File: src/rtl/mc_control_fsm_if.sv
// rtl/mc_control_fsm_if.sv - control bundle between the multicycle sequencer and the datapath
interface mc_control_fsm_if;
    logic [5:0] opcode;
    logic       memReady;
    logic       pcWrite;
    logic       branch;
    logic       bnq;
    logic       iorD;
    logic       memRead;
    logic       memWrite;
    logic       irWrite;
    logic       memtoReg;
    logic       RegDst;
    logic       RegWrite;
    logic       aluSrcA;
    logic [1:0] aluSrcB;
    logic [1:0] aluOp;
    logic [1:0] pcSrc;
    logic       instrDone;
    logic       illegal;
    logic       halted;
    logic [3:0] state;

    modport master (
        input  opcode, memReady,
        output pcWrite, branch, bnq, iorD, memRead, memWrite, irWrite,
               memtoReg, RegDst, RegWrite, aluSrcA, aluSrcB, aluOp, pcSrc,
               instrDone, illegal, halted, state
    );

    modport slave (
        output opcode, memReady,
        input  pcWrite, branch, bnq, iorD, memRead, memWrite, irWrite,
               memtoReg, RegDst, RegWrite, aluSrcA, aluSrcB, aluOp, pcSrc,
               instrDone, illegal, halted, state
    );
endinterface

File: src/rtl/mc_control_fsm.sv
// rtl/mc_control_fsm.sv - multicycle MIPS-subset control sequencer with memory stall timeout
module mc_control_fsm #(
    parameter int MEM_TIMEOUT = 15,
    parameter int WAIT_W      = 4
) (
    input  logic              clk,
    input  logic              reset,
    mc_control_fsm_if.master  bus
);

    typedef enum logic [3:0] {
        S_FETCH    = 4'd0,
        S_DECODE   = 4'd1,
        S_MEMADR   = 4'd2,
        S_MEMREAD  = 4'd3,
        S_MEMWB    = 4'd4,
        S_MEMWRITE = 4'd5,
        S_EXECUTE  = 4'd6,
        S_ALUWB    = 4'd7,
        S_BEQ      = 4'd8,
        S_BNE      = 4'd9,
        S_ADDIEX   = 4'd10,
        S_ADDIWB   = 4'd11,
        S_JUMP     = 4'd12,
        S_HALT     = 4'd15
    } state_e;

    state_e            state_q, state_d;
    logic [WAIT_W-1:0] wait_q, wait_d;
    logic              stall;
    logic              timeout;

    assign stall   = (state_q == S_FETCH || state_q == S_MEMREAD || state_q == S_MEMWRITE)
                     && !bus.memReady;
    assign timeout = stall && (MEM_TIMEOUT != 0) && (wait_q == WAIT_W'(MEM_TIMEOUT));

    always_ff @(posedge clk) begin
        if (reset) begin
            state_q <= S_FETCH;
            wait_q  <= '0;
        end else begin
            state_q <= state_d;
            wait_q  <= wait_d;
        end
    end

    always_comb begin
        state_d       = state_q;
        bus.pcWrite   = 1'b0;
        bus.branch    = 1'b0;
        bus.bnq       = 1'b0;
        bus.iorD      = 1'b0;
        bus.memRead   = 1'b0;
        bus.memWrite  = 1'b0;
        bus.irWrite   = 1'b0;
        bus.memtoReg  = 1'b0;
        bus.RegDst    = 1'b0;
        bus.RegWrite  = 1'b0;
        bus.aluSrcA   = 1'b0;
        bus.aluSrcB   = 2'b00;
        bus.aluOp     = 2'b00;
        bus.pcSrc     = 2'b00;
        bus.instrDone = 1'b0;
        bus.illegal   = 1'b0;
        bus.halted    = 1'b0;
        bus.state     = state_q;

        case (state_q)
            S_FETCH: begin
                bus.memRead = 1'b1;
                bus.aluSrcB = 2'b01;
                bus.irWrite = bus.memReady;
                bus.pcWrite = bus.memReady;
                if (bus.memReady) state_d = S_DECODE;
            end
            S_DECODE: begin
                bus.aluSrcB = 2'b11;
                case (bus.opcode)
                    6'b000000:            state_d = S_EXECUTE;
                    6'b100011, 6'b101011: state_d = S_MEMADR;
                    6'b000100:            state_d = S_BEQ;
                    6'b000101:            state_d = S_BNE;
                    6'b001000:            state_d = S_ADDIEX;
                    6'b000010:            state_d = S_JUMP;
                    default: begin
                        bus.illegal = 1'b1;
                        state_d     = S_FETCH;
                    end
                endcase
            end
            S_MEMADR: begin
                bus.aluSrcA = 1'b1;
                bus.aluSrcB = 2'b10;
                state_d     = (bus.opcode == 6'b100011) ? S_MEMREAD : S_MEMWRITE;
            end
            S_MEMREAD: begin
                bus.iorD    = 1'b1;
                bus.memRead = 1'b1;
                if (bus.memReady) state_d = S_MEMWB;
            end
            S_MEMWB: begin
                bus.memtoReg  = 1'b1;
                bus.RegWrite  = 1'b1;
                bus.instrDone = 1'b1;
                state_d       = S_FETCH;
            end
            S_MEMWRITE: begin
                bus.iorD      = 1'b1;
                bus.memWrite  = 1'b1;
                bus.instrDone = bus.memReady;
                if (bus.memReady) state_d = S_FETCH;
            end
            S_EXECUTE: begin
                bus.aluSrcA = 1'b1;
                bus.aluOp   = 2'b10;
                state_d     = S_ALUWB;
            end
            S_ALUWB: begin
                bus.RegDst    = 1'b1;
                bus.RegWrite  = 1'b1;
                bus.instrDone = 1'b1;
                state_d       = S_FETCH;
            end
            S_BEQ, S_BNE: begin
                bus.aluSrcA   = 1'b1;
                bus.aluOp     = 2'b01;
                bus.pcSrc     = 2'b01;
                bus.branch    = (state_q == S_BEQ);
                bus.bnq       = (state_q == S_BNE);
                bus.instrDone = 1'b1;
                state_d       = S_FETCH;
            end
            S_ADDIEX: begin
                bus.aluSrcA = 1'b1;
                bus.aluSrcB = 2'b10;
                state_d     = S_ADDIWB;
            end
            S_ADDIWB: begin
                bus.RegWrite  = 1'b1;
                bus.instrDone = 1'b1;
                state_d       = S_FETCH;
            end
            S_JUMP: begin
                bus.pcSrc     = 2'b10;
                bus.pcWrite   = 1'b1;
                bus.instrDone = 1'b1;
                state_d       = S_FETCH;
            end
            S_HALT: begin
                bus.halted = 1'b1;
            end
            default: begin
                state_d = S_HALT;
            end
        endcase

        if (timeout) state_d = S_HALT;

        // Counter only survives a cycle that stalls and stays put; any progress clears it.
        wait_d = '0;
        if (stall && state_d == state_q)
            wait_d = (wait_q == {WAIT_W{1'b1}}) ? wait_q : wait_q + {{(WAIT_W-1){1'b0}}, 1'b1};

        if (reset) begin
            bus.pcWrite   = 1'b0;
            bus.branch    = 1'b0;
            bus.bnq       = 1'b0;
            bus.iorD      = 1'b0;
            bus.memRead   = 1'b0;
            bus.memWrite  = 1'b0;
            bus.irWrite   = 1'b0;
            bus.memtoReg  = 1'b0;
            bus.RegDst    = 1'b0;
            bus.RegWrite  = 1'b0;
            bus.aluSrcA   = 1'b0;
            bus.aluSrcB   = 2'b00;
            bus.aluOp     = 2'b00;
            bus.pcSrc     = 2'b00;
            bus.instrDone = 1'b0;
            bus.illegal   = 1'b0;
            bus.halted    = 1'b0;
            bus.state     = 4'd0;
        end
    end

endmodule

File: src/flat_wrapper.sv
// flat-port wrapper written by rule: the top's interface ports become plain ports
module mc_control_fsm_flat 
#(
    parameter int MEM_TIMEOUT = 15,
    parameter int WAIT_W      = 4
)
  (clk, reset, bus_opcode, bus_memReady, bus_pcWrite, bus_branch, bus_bnq, bus_iorD, bus_memRead, bus_memWrite, bus_irWrite, bus_memtoReg, bus_RegDst, bus_RegWrite, bus_aluSrcA, bus_aluSrcB, bus_aluOp, bus_pcSrc, bus_instrDone, bus_illegal, bus_halted, bus_state);
  mc_control_fsm_if bus_i ();
  input  logic clk;
  input  logic reset;
  input wire logic [$bits(bus_i.opcode)-1:0] bus_opcode;
  input wire logic [$bits(bus_i.memReady)-1:0] bus_memReady;
  output wire logic [$bits(bus_i.pcWrite)-1:0] bus_pcWrite;
  output wire logic [$bits(bus_i.branch)-1:0] bus_branch;
  output wire logic [$bits(bus_i.bnq)-1:0] bus_bnq;
  output wire logic [$bits(bus_i.iorD)-1:0] bus_iorD;
  output wire logic [$bits(bus_i.memRead)-1:0] bus_memRead;
  output wire logic [$bits(bus_i.memWrite)-1:0] bus_memWrite;
  output wire logic [$bits(bus_i.irWrite)-1:0] bus_irWrite;
  output wire logic [$bits(bus_i.memtoReg)-1:0] bus_memtoReg;
  output wire logic [$bits(bus_i.RegDst)-1:0] bus_RegDst;
  output wire logic [$bits(bus_i.RegWrite)-1:0] bus_RegWrite;
  output wire logic [$bits(bus_i.aluSrcA)-1:0] bus_aluSrcA;
  output wire logic [$bits(bus_i.aluSrcB)-1:0] bus_aluSrcB;
  output wire logic [$bits(bus_i.aluOp)-1:0] bus_aluOp;
  output wire logic [$bits(bus_i.pcSrc)-1:0] bus_pcSrc;
  output wire logic [$bits(bus_i.instrDone)-1:0] bus_instrDone;
  output wire logic [$bits(bus_i.illegal)-1:0] bus_illegal;
  output wire logic [$bits(bus_i.halted)-1:0] bus_halted;
  output wire logic [$bits(bus_i.state)-1:0] bus_state;
  assign bus_i.opcode = bus_opcode;
  assign bus_i.memReady = bus_memReady;
  assign bus_pcWrite = bus_i.pcWrite;
  assign bus_branch = bus_i.branch;
  assign bus_bnq = bus_i.bnq;
  assign bus_iorD = bus_i.iorD;
  assign bus_memRead = bus_i.memRead;
  assign bus_memWrite = bus_i.memWrite;
  assign bus_irWrite = bus_i.irWrite;
  assign bus_memtoReg = bus_i.memtoReg;
  assign bus_RegDst = bus_i.RegDst;
  assign bus_RegWrite = bus_i.RegWrite;
  assign bus_aluSrcA = bus_i.aluSrcA;
  assign bus_aluSrcB = bus_i.aluSrcB;
  assign bus_aluOp = bus_i.aluOp;
  assign bus_pcSrc = bus_i.pcSrc;
  assign bus_instrDone = bus_i.instrDone;
  assign bus_illegal = bus_i.illegal;
  assign bus_halted = bus_i.halted;
  assign bus_state = bus_i.state;
  mc_control_fsm #(.MEM_TIMEOUT(MEM_TIMEOUT), .WAIT_W(WAIT_W)) u_core (.clk(clk), .reset(reset), .bus(bus_i));
endmodule
File: config.mk
export PLATFORM = sky130hd
export DESIGN_NAME = mc_control_fsm_flat
export DESIGN_NICKNAME = d
export VERILOG_FILES = /design/src/rtl/mc_control_fsm_if.sv /design/src/rtl/mc_control_fsm.sv /design/src/flat_wrapper.sv
export SDC_FILE = /design/constraint.sdc
export NUM_CORES = 1
export LEC_CHECK = 0
export CAP_MARGIN = 30
export CELL_PAD_IN_SITES_DETAIL_PLACEMENT = 0
export CELL_PAD_IN_SITES_GLOBAL_PLACEMENT = 1
export CORE_AREA = 2 2 42 73
export CTS_CLUSTER_DIAMETER = 60
export DETAILED_ROUTE_END_ITERATION = 16
export DIE_AREA = 0 0 44 75
export PLACE_DENSITY = 0.91
export SLEW_MARGIN = 20
export SYNTH_ARGS = -nofsm -noshare
export SYNTH_HDL_FRONTEND = slang
export SYNTH_SLANG_ARGS = --single-unit
File: constraint.sdc
create_clock -name clk -period 4.1 [get_ports clk]
set_clock_uncertainty 0.15 [all_clocks]
set_input_delay 0.82 -clock clk [delete_from_list [all_inputs] [get_ports clk]]
set_output_delay 0.82 -clock clk [all_outputs]
set_load 0.01 [all_outputs]
==> results of run 1 <==
## state kept, by name, indices dropped and copies added (netlist names)
signal          count
u_core.state_q      4
u_core.wait_q       4
## synth_stat cells (all sizes together) (3+ instances only)
library cell | count | share of area [%]
nand3 | 3 | 1.8
nand2 | 11 | 4.9
buf | 7 | 4.5
nor4 | 4 | 3.7
o21ai | 3 | 1.8
dfxtp | 8 | 19
nor3 | 9 | 5.4
or3 | 3 | 2.8
xor2 | 3 | 4.0
nor2 | 15 | 7.0
nor3b | 3 | 2.7
nand2b | 4 | 3.0
a21oi | 6 | 3.6
nor2b | 6 | 4.5
## report_power, final
part	internal, uW	leakage, uW	switching [uW]
logic	24.6	0.000327	24.7
registers	80.0	0.0000649	4.62
clock network	63.3	0.0000216	27.8
total	168	0.000413	57.1
## routing by layer
layer	track usage, %	up-vias	part of all wire, %
met2	29.74	31	56
met5	0	-	0
met1	18.60	464	39
met4	5.051	0	1.0
met3	3.118	4	4.4
li1	-	493	-
## worst paths after layout
check / startpoint / endpoint / slack, ns
worst min register to register: u_core.wait_q[0]$_SDFFE_PP0P_ / u_core.wait_q[0]$_SDFFE_PP0P_ / 0.35
worst min-delay path: u_core.wait_q[0]$_SDFFE_PP0P_ / u_core.wait_q[0]$_SDFFE_PP0P_ / 0.35
worst max register to register: u_core.state_q[1]$_SDFF_PP0_ / u_core.state_q[1]$_SDFF_PP0_ / 2.19
worst max-delay path: bus_memReady / bus_instrDone / 0.46
## worst register-to-register path: stages (launching register included)
cell	delay [ns]
dfxtp_1	0.75
nor2b_1	0.45
and2_1	0.23
a221oi_2	0.05
a31oi_1	0.20
## stage by stage
step	total power, uW	utilization, %	std cells	hold slack [ns]
6_report	225.0	44.70	173	0.3458
5_1_grt	239.5	44.70	173	0.3801
4_1_cts	228.3	44.70	173	0.3529
3_5_place_dp	134.8	43.16	170	0.3396
3_3_place_gp	133.9	43.16	170	0.3232
2_1_floorplan	110.4	-	118	0.2994
## cells in the final DEF, fill, tap and decap left out, types with 2 or more instances in the layout
master	count
nand4_1	2
or3_1	2
inv_1	2
clkdlybuf4s50_1	32
dfxtp_1	8
nand2_1	11
nor2_1	14
and4_1	2
o21ai_0	3
nand3_1	3
a21oi_1	6
xor2_1	2
nor3b_1	3
nor2b_1	6
o31ai_1	2
nor4_1	3
nand4b_1	2
nor3_1	9
clkbuf_8	3
a31oi_1	2
nand2b_1	4
buf_4	2
## cell type report
cell class / count / area (um2) / share of cell area, %
timing repair buffer: 34 / 335.3 / 27.89
tap: 27 / 33.78 / 2.810
clock buffer: 3 / 41.29 / 3.434
inverter: 2 / 7.507 / 0.6244
multi-input combinational: 99 / 624.3 / 51.93
sequential: 8 / 160.2 / 13.32
## kinds of logic after synthesis
logic type               share of synthesized area [%]
buffers and inverters                            6.279
adder cells (fa/ha/maj)                          1.495
AND/OR/NAND/NOR                                  45.14
XOR/XNOR                                         5.083
flip-flops                                       19.13
AO/OA/AOI/OAI                                    22.87
==> results.yml, run 1 <==
grt:
  grt-ovfl-total: 0
  antenna_found_initial: 0
  grt_pass1_vias: 957
  grt_pass1_wl_um: 4202
  grt.total_usage_pct: 16.30
  grt_max_degree: 21
final_layout:
  drive_gt1_share_pct: 7.534
  area_delta_synth_final_pct: 43.65
  fill_cells: 274
  antennaDiodeCount: 0
  fin_area_um2: 1202
  nets: 158
worst_setup_path:
  startpoint_type: "input pin"
  cp_top_family: "buffers and inverters"
  cp.depth: 5
  worstPathArrival_ns: 2.67
  crit_slowest_cell: "clkdlybuf4s50_1"
  cp_max_fo: 2
  worstSetupPathType: "input pin to primary output"
  cp_common_cell: "clkdlybuf4s50_1"
  cp.required_ns: 3.13
  critPathCaptureType: "primary output"
  worstRegToRegCells: 4
  max_stage_delay_ns: 0.63
  crit_chain: "clkdlybuf4s50_1 > nor2_1 > o21a_1 > a2111oi_0 > clkdlybuf4s50_1"
  worst-path-buf-inv: 2
clock_network:
  cts_tree: "built"
  cts_buffer_depth: 2
  cts_inserted_buffers: 3
  cts.clk_slew.worst_paths_ns: 0.04
  cts_max_level: 1
  cts.sinks: 8
  clk_latency_ns: 0.23
  post_cts_buffers: 0
  cts-root-buf: "clkbuf_8"
  cts.repair.resized: 0
  postCtsHoldBufs: 0
detailed_routing:
  wl_per_cell_um: 14.47
  via_count: 992
  drc_errors: 0
  final_antenna_net_count: 0
  firstDrtPassIters: 4
  vias_per_cell: 5.734
  wirelength_um: 2504
  drtIter0Drc: 32
floorplanning:
  dieHeight_um: 75
  die_w_um: 44
  start_util_pct: 31.12
  io-pin-count: 33
  dieArea_um2: 3300
  rows: 25
  core_um2: 2690
synthesis:
  synth_edf_count: 0
  ys.flop_type: "dfxtp_1"
  async_reset_ff_share_pct: 0
  yosysSeqAreaShare_pct: 19.13
  synthCells: 118
  syn_avg_cell_area_um2: 7.094
  synth_warnings: 0
  ys_types: 45
  syn-cell-area_um2: 837.1
  syn_nets: 128
  synth_seq_cells: 8
timing:
  drv_slew: 0
  max_freq_mhz: 274.5
  hold_violations: 0
  setup_ws_ns: 0.4563
  min_period_ns: 3.644
  grt_setup_unrepaired: "false"
  finalSetupTns_ns: 0
  setup_viol: 0
  relSlewSlack_pct: 54.29
  fin_crit_sh_pct: 88.87
  tightestPinTransition_ns: 0.6848
power_and_ir_drop:
  p_leak_uw: 0.0004134
  ir_drop_mv: 0.1227
  power_density_nw_per_um2: 187.2
min_path:
  hp-class: "flop to flop"
  min_path_cells: 1
job:
  maxCapViolations: 0
placement:
  place_ws_ns: 0.4920
  place_congestion: 0.7945
  place_area_um2: 1161
  dp_hpwl_um: 1913
  port_buffers: 32
run_status:
  status: "complete, no violations"
No activity file was read; power rests on OpenSTA's default activity.
==> run 2, diff against run 1 <==
==> constraint.sdc (replaced) <==
create_clock -name clk -period 4.1 [get_ports clk]
set_clock_uncertainty 0.15 [all_clocks]
set_input_delay 0.615 -clock clk [delete_from_list [all_inputs] [get_ports clk]]
set_output_delay 0.615 -clock clk [all_outputs]
set_load 0.01 [all_outputs]
==> run 2 against run 1 <==
Against the previous run: hold slack lost 0.0039 ns; critical path type unchanged; sequential power hardly changed; worst setup slack better by 0.30 ns; global-route usage down 1.1 points; utilization shrank 0.28 points.
==> results.yml, run 2 (synthesis gave the netlist of run 1 again) <==
worst_setup_path:
  worstPathArrival_ns: 2.58
  startpoint_type: "input pin"
  cp.required_ns: 3.34
  worstRegToRegCells: 4
  worstSetupPathType: "input pin to primary output"
  cp_max_fo: 8
  critPathCaptureType: "primary output"
clock_network:
  post_cts_buffers: 0
  cts_max_level: 1
  cts-root-buf: "clkbuf_8"
  cts.clk_slew.worst_paths_ns: 0.04
  clk_latency_ns: 0.23
  cts_inserted_buffers: 3
  cts_buffer_depth: 2
  cts.repair.resized: 0
  cts.sinks: 8
  postCtsHoldBufs: 0
  cts_tree: "built"
floorplanning:
  core_um2: 2690
  start_util_pct: 31.12
  dieArea_um2: 3300
  io-pin-count: 33
  rows: 25
  die_w_um: 44
  dieHeight_um: 75
timing:
  drv_slew: 0
  setup_ws_ns: 0.7553
  hold_violations: 0
  max_freq_mhz: 299.0
  setup_viol: 0
  fin_crit_sh_pct: 81.58
  holdWs_ns: 0.3419
  relSlewSlack_pct: 56.45
  finalSetupTns_ns: 0
  grt_setup_unrepaired: "false"
  min_period_ns: 3.345
  tightestPinTransition_ns: 0.6524
placement:
  dp_hpwl_um: 1833
  place_congestion: 0.7703
  port_buffers: 32
  place_ws_ns: 0.8005
  post-place-cells: 169
final_layout:
  most-common-layout-cells: "32 x clkdlybuf4s50_1, 14 x nor2_1, 11 x nand2_1"
  final_common_cell: "clkdlybuf4s50_1"
  area_delta_synth_final_pct: 42.75
  instances_no_fill: 172
  top_regs: "u_core.state_q x4, u_core.wait_q x4"
  drive_gt1_share_pct: 6.897
  nets: 157
  antennaDiodeCount: 0
detailed_routing:
  vias_per_cell: 5.674
  wirelength_um: 2333
  wl_per_cell_um: 13.56
  drtIter0Drc: 21
  via_count: 976
  firstDrtPassIters: 4
  drc_errors: 0
  final_antenna_net_count: 0
grt:
  grt.total_usage_pct: 15.24
  grt-ovfl-total: 0
  grt_max_degree: 21
  antenna_found_initial: 0
  grt_pass1_vias: 924
  grt_pass1_wl_um: 3884
power_and_ir_drop:
  p_leak_uw: 0.0004086
  ir_drop_mv: 0.09991
  p_total_uw: 226.1
  power_density_nw_per_um2: 189.2
min_path:
  min_path_cells: 1
  hp-class: "flop to flop"
job:
  maxCapViolations: 0
run_status:
  status: "complete, no violations"
## run 2: worst paths after layout
kind,startpoint,end,slack [ns]
max,bus_memReady,bus_instrDone,0.76
min,u_core.wait_q[0]$_SDFFE_PP0P_,u_core.wait_q[0]$_SDFFE_PP0P_,0.34
max reg2reg,u_core.state_q[1]$_SDFF_PP0_,u_core.state_q[3]$_SDFF_PP0_,2.24
min reg2reg,u_core.wait_q[0]$_SDFFE_PP0P_,u_core.wait_q[0]$_SDFFE_PP0P_,0.34
## run 2: area by class of cell
class | instances | area [um2]
inverters | 2 | 7.507
multi-input cells | 99 | 624.3
fillers | 277 | 1495
flip-flops and latches | 8 | 160.2
clock buffers | 3 | 41.29
well taps | 27 | 33.78
repair buffers | 33 | 327.8
## run 2: report_power, final
part / switching (uW) / leakage [uW] / internal [uW]
sequential: 4.47 / 0.0000649 / 80.0
clock: 30.2 / 0.0000216 / 63.5
combinational: 24.1 / 0.000322 / 23.9
total: 58.7 / 0.000409 / 167
## run 2: critical path, cell delays in order
cell and delay [ns]:
clkdlybuf4s50_1 0.61, nor2_1 0.09, o21a_1 0.20, a2111oi_0 0.44, clkdlybuf4s50_1 0.62
## run 2: routing by layer
metal  wire length, um  part of all wire [%]  global-route usage, %  vias up
li1                  -                     -                      -      489
met1               927                    40                  16.30      460
met2              1280                    55                  27.78       22
met3                92                   3.9                  3.357        5
met4                33                   1.4                  6.734        0
met5                 0                     0                      0        -
## run 2: metrics by stage
stage | util, % | area (um2)
2_1_floorplan | - | 837.1
3_3_place_gp | 42.88 | 1154
3_5_place_dp | 42.88 | 1154
4_1_cts | 44.42 | 1195
5_1_grt | 44.42 | 1195
6_report | 44.42 | 1195
==> run 3, diff against run 2 <==
--- a/config.mk
+++ b/config.mk
@@ -8,11 +8,11 @@
 export CAP_MARGIN = 30
 export CELL_PAD_IN_SITES_DETAIL_PLACEMENT = 0
 export CELL_PAD_IN_SITES_GLOBAL_PLACEMENT = 1
-export CORE_AREA = 2 2 42 73
+export CORE_AREA = 2 2 44 77
 export CTS_CLUSTER_DIAMETER = 60
 export DETAILED_ROUTE_END_ITERATION = 16
-export DIE_AREA = 0 0 44 75
-export PLACE_DENSITY = 0.91
+export DIE_AREA = 0 0 46 79
+export PLACE_DENSITY = 0.84
 export SLEW_MARGIN = 20
 export SYNTH_ARGS = -nofsm -noshare
 export SYNTH_HDL_FRONTEND = slang
==> constraint.sdc (replaced) <==
create_clock -name clk -period 3.15 [get_ports clk]
set_clock_uncertainty 0.15 [all_clocks]
set_input_delay 0.4725 -clock clk [delete_from_list [all_inputs] [get_ports clk]]
set_output_delay 0.4725 -clock clk [all_outputs]
set_load 0.01 [all_outputs]
==> run 3 against run 2 <==
Against the previous run: hold slack lost 0.0094 ns; clock-buffer cell count did not move; die area is 10% higher; sequential cell count unchanged; combinational power is 35% higher; critical path type unchanged; largest cell class unchanged.
==> results.yml, run 3 (synthesis gave the netlist of run 1 again) <==
run_status:
  status: "complete, no violations"
grt:
  grt_max_degree: 21
  grt_pass1_vias: 972
  grt-ovfl-total: 0
  grt.total_usage_pct: 14.97
  antenna_found_initial: 0
  grt_pass1_wl_um: 4167
clock_network:
  postCtsHoldBufs: 0
  cts_inserted_buffers: 3
  cts_tree: "built"
  clk_latency_ns: 0.22
  cts_max_level: 1
  cts.clk_slew.worst_paths_ns: 0.04
  post_cts_buffers: 0
  cts.sinks: 8
  cts_buffer_depth: 2
  cts-root-buf: "clkbuf_8"
  cts.repair.resized: 0
min_path:
  hold_end: "u_core.wait_q[0]$_SDFFE_PP0P_"
  hp-class: "flop to flop"
  min_path_cells: 1
  worstHoldStart: "u_core.wait_q[0]$_SDFFE_PP0P_"
final_layout:
  antennaDiodeCount: 0
  drive_gt1_share_pct: 8.784
  top_regs: "u_core.state_q x4, u_core.wait_q x4"
  area_delta_synth_final_pct: 45.74
  nets: 160
  most-common-layout-cells: "32 x clkdlybuf4s50_1, 14 x nor2_1, 11 x nand2_1"
  final_common_cell: "clkdlybuf4s50_1"
  fin_area_um2: 1220
  instances_no_fill: 177
timing:
  setup_viol: 0
  fin_crit_sh_pct: 94.57
  drv_slew: 0
  hold_violations: 0
  tightestPinTransition_ns: 0.6888
  max_freq_mhz: 335.7
  holdWs_ns: 0.3325
  grt_setup_unrepaired: "false"
  finalSetupTns_ns: 0
  relSlewSlack_pct: 54.02
  min_period_ns: 2.979
worst_setup_path:
  r2r-end: "u_core.state_q[1]$_SDFF_PP0_"
  worstRegToRegCells: 5
  cp.required_ns: 2.53
  worstSetupPathType: "input pin to primary output"
  reg2reg_from: "u_core.state_q[1]$_SDFF_PP0_"
  cp_max_fo: 2
  startpoint_type: "input pin"
  critPathCaptureType: "primary output"
  rrSetupSlack_ns: 1.28
  worstPathArrival_ns: 2.36
floorplanning:
  io-pin-count: 33
  start_util_pct: 27.53
  dieHeight_um: 79
  core_um2: 3040
  rows: 27
  die_w_um: 46
  dieArea_um2: 3634
detailed_routing:
  vias_per_cell: 5.667
  drc_errors: 0
  wirelength_um: 2489
  wl_per_cell_um: 14.06
  via_count: 1003
  firstDrtPassIters: 4
  drtIter0Drc: 9
  final_antenna_net_count: 0
placement:
  place_area_um2: 1179
  post-place-cells: 174
  place_congestion: 0.7843
  dp_hpwl_um: 1875
  port_buffers: 32
power_and_ir_drop:
  ir_drop_mv: 0.1577
  power_density_nw_per_um2: 240.5
  p_leak_uw: 0.0004230
job:
  maxCapViolations: 0
run 3: changes by cell type in the layout (fill, tap and decap cells not counted):
cell,before,now
buf_4,1,4
run 3: stage by stage:
stage | power [uW] | utilization, % | setup slack, ns
5_1_grt | 310.1 | 40.12 | 0.01780
3_5_place_dp | 175.7 | 38.77 | 0.2007
6_report | 293.4 | 40.12 | 0.1712
2_1_floorplan | 143.6 | - | 0.9897
4_1_cts | 296.6 | 40.12 | 0.1943
3_3_place_gp | 175.1 | 38.77 | 0.1802
run 3: where the power goes:
| part | internal [uW] | leakage (uW) | switching, uW |
|---|---|---|---|
| combinational | 32.2 | 0.000336 | 32.5 |
| sequential | 104 | 0.0000649 | 5.77 |
| clock | 82.4 | 0.0000216 | 36.4 |
run 3: critical path, cell delays in order:
cell and delay, ns:
clkdlybuf4s50_1 0.49, nor2_1 0.06, o21a_1 0.19, a2111oi_0 0.51, clkdlybuf4s50_1 0.63
run 3: area by class of cell:
type | instances | area, um2
Tap cell | 29 | 36.28
Clock buffer | 3 | 41.29
Fill cell | 322 | 1821
Inverter | 2 | 7.507
Timing Repair Buffer | 36 | 350.3
Sequential cell | 8 | 160.2
Multi-Input combinational cell | 99 | 624.3
run 3: worst max path at each step:
stage                  from       endpoint  slack, ns  depth (start not counted)
6_report       bus_memReady  bus_instrDone       0.17                          5
5_1_grt        bus_memReady  bus_instrDone       0.02                          5
4_1_cts        bus_memReady  bus_instrDone       0.19                          5
3_5_place_dp   bus_memReady  bus_instrDone       0.20                          5
3_3_place_gp   bus_memReady  bus_instrDone       0.18                          5
2_1_floorplan  bus_memReady  bus_instrDone       0.99                          4
run 3: metal layers:
| layer | track usage, % | part of all wire, % |
|---|---|---|
| met5 | 0 | 0 |
| met3 | 0.9091 | 2.3 |
| met4 | 7.714 | 2.7 |
| met2 | 25.56 | 53 |
| met1 | 17.64 | 42 |
